File: config.mk
export PLATFORM = sky130hd
export DESIGN_NAME = alu_packet_engine
export DESIGN_NICKNAME = d
export VERILOG_FILES = /design/src/rtl/alu_packet_engine.sv
export SDC_FILE = /design/constraint.sdc
export NUM_CORES = 2
export LEC_CHECK = 0
export ABC_AREA = 1
export ABC_CLOCK_PERIOD_IN_PS = 20400
export CAP_MARGIN = 20
export CORE_MARGIN = 5
export CORE_UTILIZATION = 58
export DETAILED_ROUTE_END_ITERATION = 10
export PLACE_DENSITY_LB_ADDON = 0.05
export SYNTH_ARGS = -nofsm -noshare
export SYNTH_HDL_FRONTEND = slang
export SYNTH_SLANG_ARGS = --single-unit
File: constraint.sdc
create_clock -name clk_i -period 20.4 [get_ports clk_i]
set_input_delay 4.08 -clock clk_i [delete_from_list [all_inputs] [get_ports clk_i]]
set_output_delay 4.08 -clock clk_i [all_outputs]
set_load 0.005 [all_outputs]
File: src/rtl/alu_packet_engine.sv
// Command-side packet engine of the UART ALU: parses framed packets from uart_rx,
// runs echo / add / multiply and streams the response bytes to uart_tx.
//
// state   | meaning
// HDR_OP  | wait for opcode byte
// HDR_RSV | reserved header byte, discarded
// HDR_LSB | length low byte
// HDR_MSB | length high byte, dispatch on opcode
// ECHO    | forward payload bytes to the output register
// CALC    | assemble little-endian operands and accumulate
// RESULT  | emit the 4 accumulator bytes, LSB first
// DRAIN   | discard payload of an unknown opcode
module alu_packet_engine #(
  parameter logic [7:0] OP_ECHO = 8'hEC,
  parameter logic [7:0] OP_ADD  = 8'h01,
  parameter logic [7:0] OP_MUL  = 8'h10
) (
  input  logic       clk_i,
  input  logic       reset_i,
  input  logic [7:0] s_axis_tdata,
  input  logic       s_axis_tvalid,
  output logic       s_axis_tready,
  output logic [7:0] m_axis_tdata,
  output logic       m_axis_tvalid,
  input  logic       m_axis_tready,
  output logic       err_o
);

  typedef enum logic [2:0] {
    HDR_OP, HDR_RSV, HDR_LSB, HDR_MSB, ECHO, CALC, RESULT, DRAIN
  } state_t;

  state_t      state, state_next;
  logic [7:0]  opcode;
  logic [7:0]  len_lsb;
  logic [15:0] cnt;
  logic [31:0] acc;
  logic [31:0] opnd;
  logic [1:0]  byte_idx;
  logic        first_op;
  logic [2:0]  res_cnt;
  logic [7:0]  out_data;
  logic        out_valid;
  logic        err;

  logic        s_ready;
  logic        s_fire;
  logic        m_fire;
  logic        out_free;
  logic        echo_load;
  logic        res_load;
  logic        last_byte;
  logic        operand_done;
  logic        op_known;
  logic [15:0] hdr_len;
  logic [15:0] pay_len;
  logic [31:0] opnd_next;
  logic [31:0] acc_sum;
  logic [31:0] acc_prod;
  logic [31:0] acc_shift;
  logic [7:0]  res_byte;

  assign s_axis_tready = s_ready && !reset_i;
  assign m_axis_tdata  = out_data;
  assign m_axis_tvalid = out_valid;
  assign err_o         = err;

  assign s_fire    = s_axis_tvalid && s_axis_tready;
  assign m_fire    = out_valid && m_axis_tready;
  assign out_free  = !out_valid || m_axis_tready;
  assign last_byte = (cnt == 16'd1);

  assign hdr_len  = {s_axis_tdata, len_lsb};
  assign pay_len  = (hdr_len > 16'd4) ? (hdr_len - 16'd4) : 16'd0;
  assign op_known = (opcode == OP_ECHO) || (opcode == OP_ADD) || (opcode == OP_MUL);

  // A short final operand stays zero-extended because opnd starts cleared.
  assign opnd_next    = opnd | ({24'd0, s_axis_tdata} << {byte_idx, 3'b000});
  assign operand_done = (byte_idx == 2'd3) || last_byte;
  assign acc_sum      = acc + opnd_next;
  assign acc_prod     = acc * opnd_next;
  assign acc_shift    = acc >> {res_cnt[1:0], 3'b000};
  assign res_byte     = acc_shift[7:0];

  assign echo_load = (state == ECHO) && s_fire;
  assign res_load  = (state == RESULT) && (res_cnt < 3'd4) && out_free;

  always_comb begin
    state_next = state;
    s_ready    = 1'b0;
    case (state)
      HDR_OP: begin
        s_ready = 1'b1;
        if (s_fire) state_next = HDR_RSV;
      end
      HDR_RSV: begin
        s_ready = 1'b1;
        if (s_fire) state_next = HDR_LSB;
      end
      HDR_LSB: begin
        s_ready = 1'b1;
        if (s_fire) state_next = HDR_MSB;
      end
      HDR_MSB: begin
        s_ready = 1'b1;
        if (s_fire) begin
          if (opcode == OP_ECHO)
            state_next = (pay_len == 16'd0) ? HDR_OP : ECHO;
          else if ((opcode == OP_ADD) || (opcode == OP_MUL))
            state_next = (pay_len == 16'd0) ? RESULT : CALC;
          else
            state_next = (pay_len == 16'd0) ? HDR_OP : DRAIN;
        end
      end
      ECHO: begin
        s_ready = out_free;
        if (s_fire && last_byte) state_next = HDR_OP;
      end
      CALC: begin
        s_ready = 1'b1;
        if (s_fire && last_byte) state_next = RESULT;
      end
      RESULT: begin
        if (m_fire && (res_cnt == 3'd4)) state_next = HDR_OP;
      end
      DRAIN: begin
        s_ready = 1'b1;
        if (s_fire && last_byte) state_next = HDR_OP;
      end
      default: state_next = HDR_OP;
    endcase
  end

  always_ff @(posedge clk_i) begin
    if (reset_i) begin
      state     <= HDR_OP;
      opcode    <= 8'd0;
      len_lsb   <= 8'd0;
      cnt       <= 16'd0;
      acc       <= 32'd0;
      opnd      <= 32'd0;
      byte_idx  <= 2'd0;
      first_op  <= 1'b0;
      res_cnt   <= 3'd0;
      out_data  <= 8'd0;
      out_valid <= 1'b0;
      err       <= 1'b0;
    end else begin
      state <= state_next;
      err   <= 1'b0;

      if (echo_load) begin
        out_data  <= s_axis_tdata;
        out_valid <= 1'b1;
      end else if (res_load) begin
        out_data  <= res_byte;
        out_valid <= 1'b1;
      end else if (m_fire) begin
        out_valid <= 1'b0;
      end

      case (state)
        HDR_OP: if (s_fire) opcode <= s_axis_tdata;
        HDR_LSB: if (s_fire) len_lsb <= s_axis_tdata;
        HDR_MSB: begin
          if (s_fire) begin
            cnt      <= pay_len;
            acc      <= 32'd0;
            opnd     <= 32'd0;
            byte_idx <= 2'd0;
            first_op <= 1'b1;
            res_cnt  <= 3'd0;
            err      <= !op_known;
          end
        end
        ECHO, DRAIN: if (s_fire) cnt <= cnt - 16'd1;
        CALC: begin
          if (s_fire) begin
            cnt <= cnt - 16'd1;
            if (operand_done) begin
              opnd     <= 32'd0;
              byte_idx <= 2'd0;
              first_op <= 1'b0;
              if (opcode == OP_ADD)
                acc <= acc_sum;
              else
                acc <= first_op ? opnd_next : acc_prod;
            end else begin
              opnd     <= opnd_next;
              byte_idx <= byte_idx + 2'd1;
            end
          end
        end
        RESULT: begin
          if (res_load) begin
            res_cnt <= res_cnt + 3'd1;
          end else if (m_fire && (res_cnt == 3'd4)) begin
            acc     <= 32'd0;
            res_cnt <= 3'd0;
          end
        end
        default: ;
      endcase
    end
  end

endmodule
==> impl_results.md <==
* Status: complete, no violations
* Post-Layout Cell Count at 3683
* Synthesized flop and latch total at roughly 120
* Leakage at 0.0120 uW
* EDFF count, synth at 0
* Reg-to-reg slack, setup at ~12 ns
* GR Util met2 at 60.0%
* Max Cap Viol at 0
* Post-layout instance area at around 25000 sq um
* Antenna-violating nets left at 0
* Max frequency at 82.2 MHz
* Post-route clock skew at between 0.01 and 0.015 ns
* Post-Syn Area per Cell at between 7 and 8 sq um
* Hpwl dp at around 65000 microns
* # DRC at 0
* GRT Total Usage at 38.1%
* Worst setup EP type: flip-flop
* Required @ worst endpoint at approximately 21 ns
* DR pass1 iterations at 5
* Total power at 630 uW
* Worst ir drop on vdd at between 0.00005 and 0.00006 V
* Crit-path max FO at 20
* Starting Density at 58.5%
* Crit Path Class: primary input to flip-flop
* CTS tree: yes
* Largest cells by area after synthesis: fa_1 34%, inv_1 10%, dfxtp_1 9.6%, ha_1 8.5%, nand2_1 8.4%
* # fillers at about 3800
* Clock-pin slew on the worst setup and hold paths at 0.06 ns
* Total Neg Setup Slack at 0 ns
* Synth Instances at 3182
* Cell Rows at between 70 and 80
* DIE WIDTH at 213 microns
* Cell Area, Synth at 23900 sq um
* Minimum clock period at ~12 ns
* Placed insts at ~3700
* Most used routing layer in global routing: met2
* Routing usage on met3 at between 9 and 10%
* PD cells at between 20 and 30 nW/um^2
* Layout Area Growth over Synthesis at 4.87%
* CTS Sinks at between 100 and 150
* Dpl ws at ~7.9 ns
* Largest buffer count on any clock path at 2
* Area of the die at roughly 45000 sq um
* Post-CTS Setup Bufs at 0
* RSZ-0062 raised after global routing: no
* Tcrit/Tclk final at 59.6%
* Final setup vio count at 0
* Num CTS Buffers at 17
* Worst Hold Class: flip-flop to flip-flop
* Most common cell after layout, fill and taps aside: inv_1
* Sequential share of the synthesized area at under 10%
* Post-synth cell types at between 50 and 60
* Vias in the first global route at 22100
* Share of post-route cells with drive strength above 1 at under 10%
* Slowest cell on crit path: clkdlybuf4s50_1
* Final Hold Viols at 0
* Startpoint Class: primary input
* Largest net degree at the start of global routing at 59
* Yosys top cell by area: fa_1
* Max incr delay on CP at approximately 0.80 ns
* Core ar. at 40800 sq um
* Die Y at 213 microns
* Placed cell area at 24500 sq um
* # port buffers at 22
* Final Net Count at 3720
* Top-level port count at 23
* Vias/cell at a little under 6
* Initial antenna violation count at 1
* Cell mode on critical path: fa_1
* Actual slew at the worst max-slew pin at ~1.1 ns
* Met1 usage at about half
* Post-cts resize count at 0
* Top-area cell type share of the netlist area at 34.3%
* Ys Warns at 0
* Routed vias at 21600
* Final Wtd Congestion at roughly 1.0
* Slew margin rel. at approximately a quarter
* DRT iter0 DRCs at 2061
* Worst-Skew Late Latency at ~0.45 ns
* Most frequent cells in the layout: 636 x inv_1, 534 x nand2_1, 422 x nor2_1, 409 x fa_1, 203 x a21oi_1
* Max Transition Viols Final at 0
* Syn Nets at about 3800
* WL per Instance at about 23 microns
* Post-Route WL at approximately 85000 microns
* Async set or reset register ratio after synthesis at 0%
* Cts hold-fix bufs at 0
* Final Worst Setup Slack at approximately 8 ns
* H-tree levels at 4
* Gr ovfl total at 0
* Global-route wire length before repair at around 130000 microns
* CTS Root Cell: clkbuf_16
* Primary FF master, synth: dfxtp_1
* Arrival @ worst endpoint at ~12 ns
-- through the flow --
stage                     hold slack (ns)  util [%]
after floorplan                     0.431         -
after global placement              0.439      59.9
after detailed placement            0.445      60.0
after CTS                           0.453      61.3
after global routing                0.463      61.3
final                               0.450      61.3
-- state kept, by name (all words and copies together) (netlist names) --
signal	count
opcode	8
err_o	1
opnd	32
byte_idx	2
res_cnt	3
m_axis_tdata	8
cnt	16
acc	32
m_axis_tvalid	1
first_op	1
len_lsb	8
state	3
-- cells in the mapped netlist (2+ instances only) --
library cell,n
nand2_4,11
a2111oi_0,2
nor2_1,422
clkbuf_1,96
dfxtp_1,115
xnor2_1,14
o21a_1,3
ha_1,162
nand2_1,534
clkinv_1,8
inv_1,636
nor3_1,29
a211oi_1,7
o21bai_1,5
a21o_1,8
buf_4,3
o211ai_1,27
buf_2,19
nor4_1,10
o31ai_1,5
inv_8,2
o221ai_1,17
a221oi_1,11
nand3_2,13
buf_12,4
nand3_1,111
o21ai_0,112
buf_1,4
nor2_2,3
fa_1,409
o21ai_2,3
xor2_1,40
or2_2,37
a31oi_1,7
o22ai_1,10
nand2_2,24
a21oi_1,203
inv_2,10
nand3_4,8
a21boi_0,2
buf_6,4
nand4_1,14
nor3b_1,2
nand3b_1,5
-- routing by layer --
metal	share of wire (%)	up-vias	wire length, microns
li1	-	9674	-
met1	38	10600	32300
met2	45	1159	38100
met3	10	250	8610
met4	6.5	0	5520
met5	0	-	0
-- worst max-delay path: cells and delay by family --
kind / cells / cell delay [ns]
buf+inv: 7 / 1.36
compound gates: 8 / 1.54
fa+ha+maj: 9 / 4.29
simple gates: 5 / 1.13
-- cell families (layout without fill, tap and decap cells) --
logic type	Yosys count	after routing	synth area share, %
xor+xnor	55	55	2.05
compound gates	429	429	10.4
fa+ha+maj	571	571	42.8
flops	115	115	9.64
other cells	0	1	0
simple gates	1225	1225	22.2
buf+inv	787	755	13.0
-- worst paths after layout --
| check | startpoint | end | depth (start not counted) |
|---|---|---|---|
| max | s_axis_tdata[7] | acc[29] | 29 |
| min reg2reg | opnd[31] | opnd[31] | 2 |
| max reg2reg | byte_idx[1] | acc[29] | 30 |
| min | opnd[31] | opnd[31] | 2 |
-- power by group --
group	internal [uW]	leakage, uW	switching, uW
combinational	31.7	0.0109	84.2
clock	159	0.000253	124
sequential	228	0.000928	3.26
-- final cells by class --
type	instances	area [sq um]	share of cell area (%)
Timing Repair Buffer	66	566	2.26
Clock buffer	19	443	1.77
Inverter	657	2480	9.91
Tap cell	532	666	2.66
Multi-Input combinational cell	2280	18500	73.8
Sequential cell	115	2300	9.19
Antenna cell	1	2.50	0.00999
Clock inverter	13	104	0.415
(Power assumes the default switching activity.)
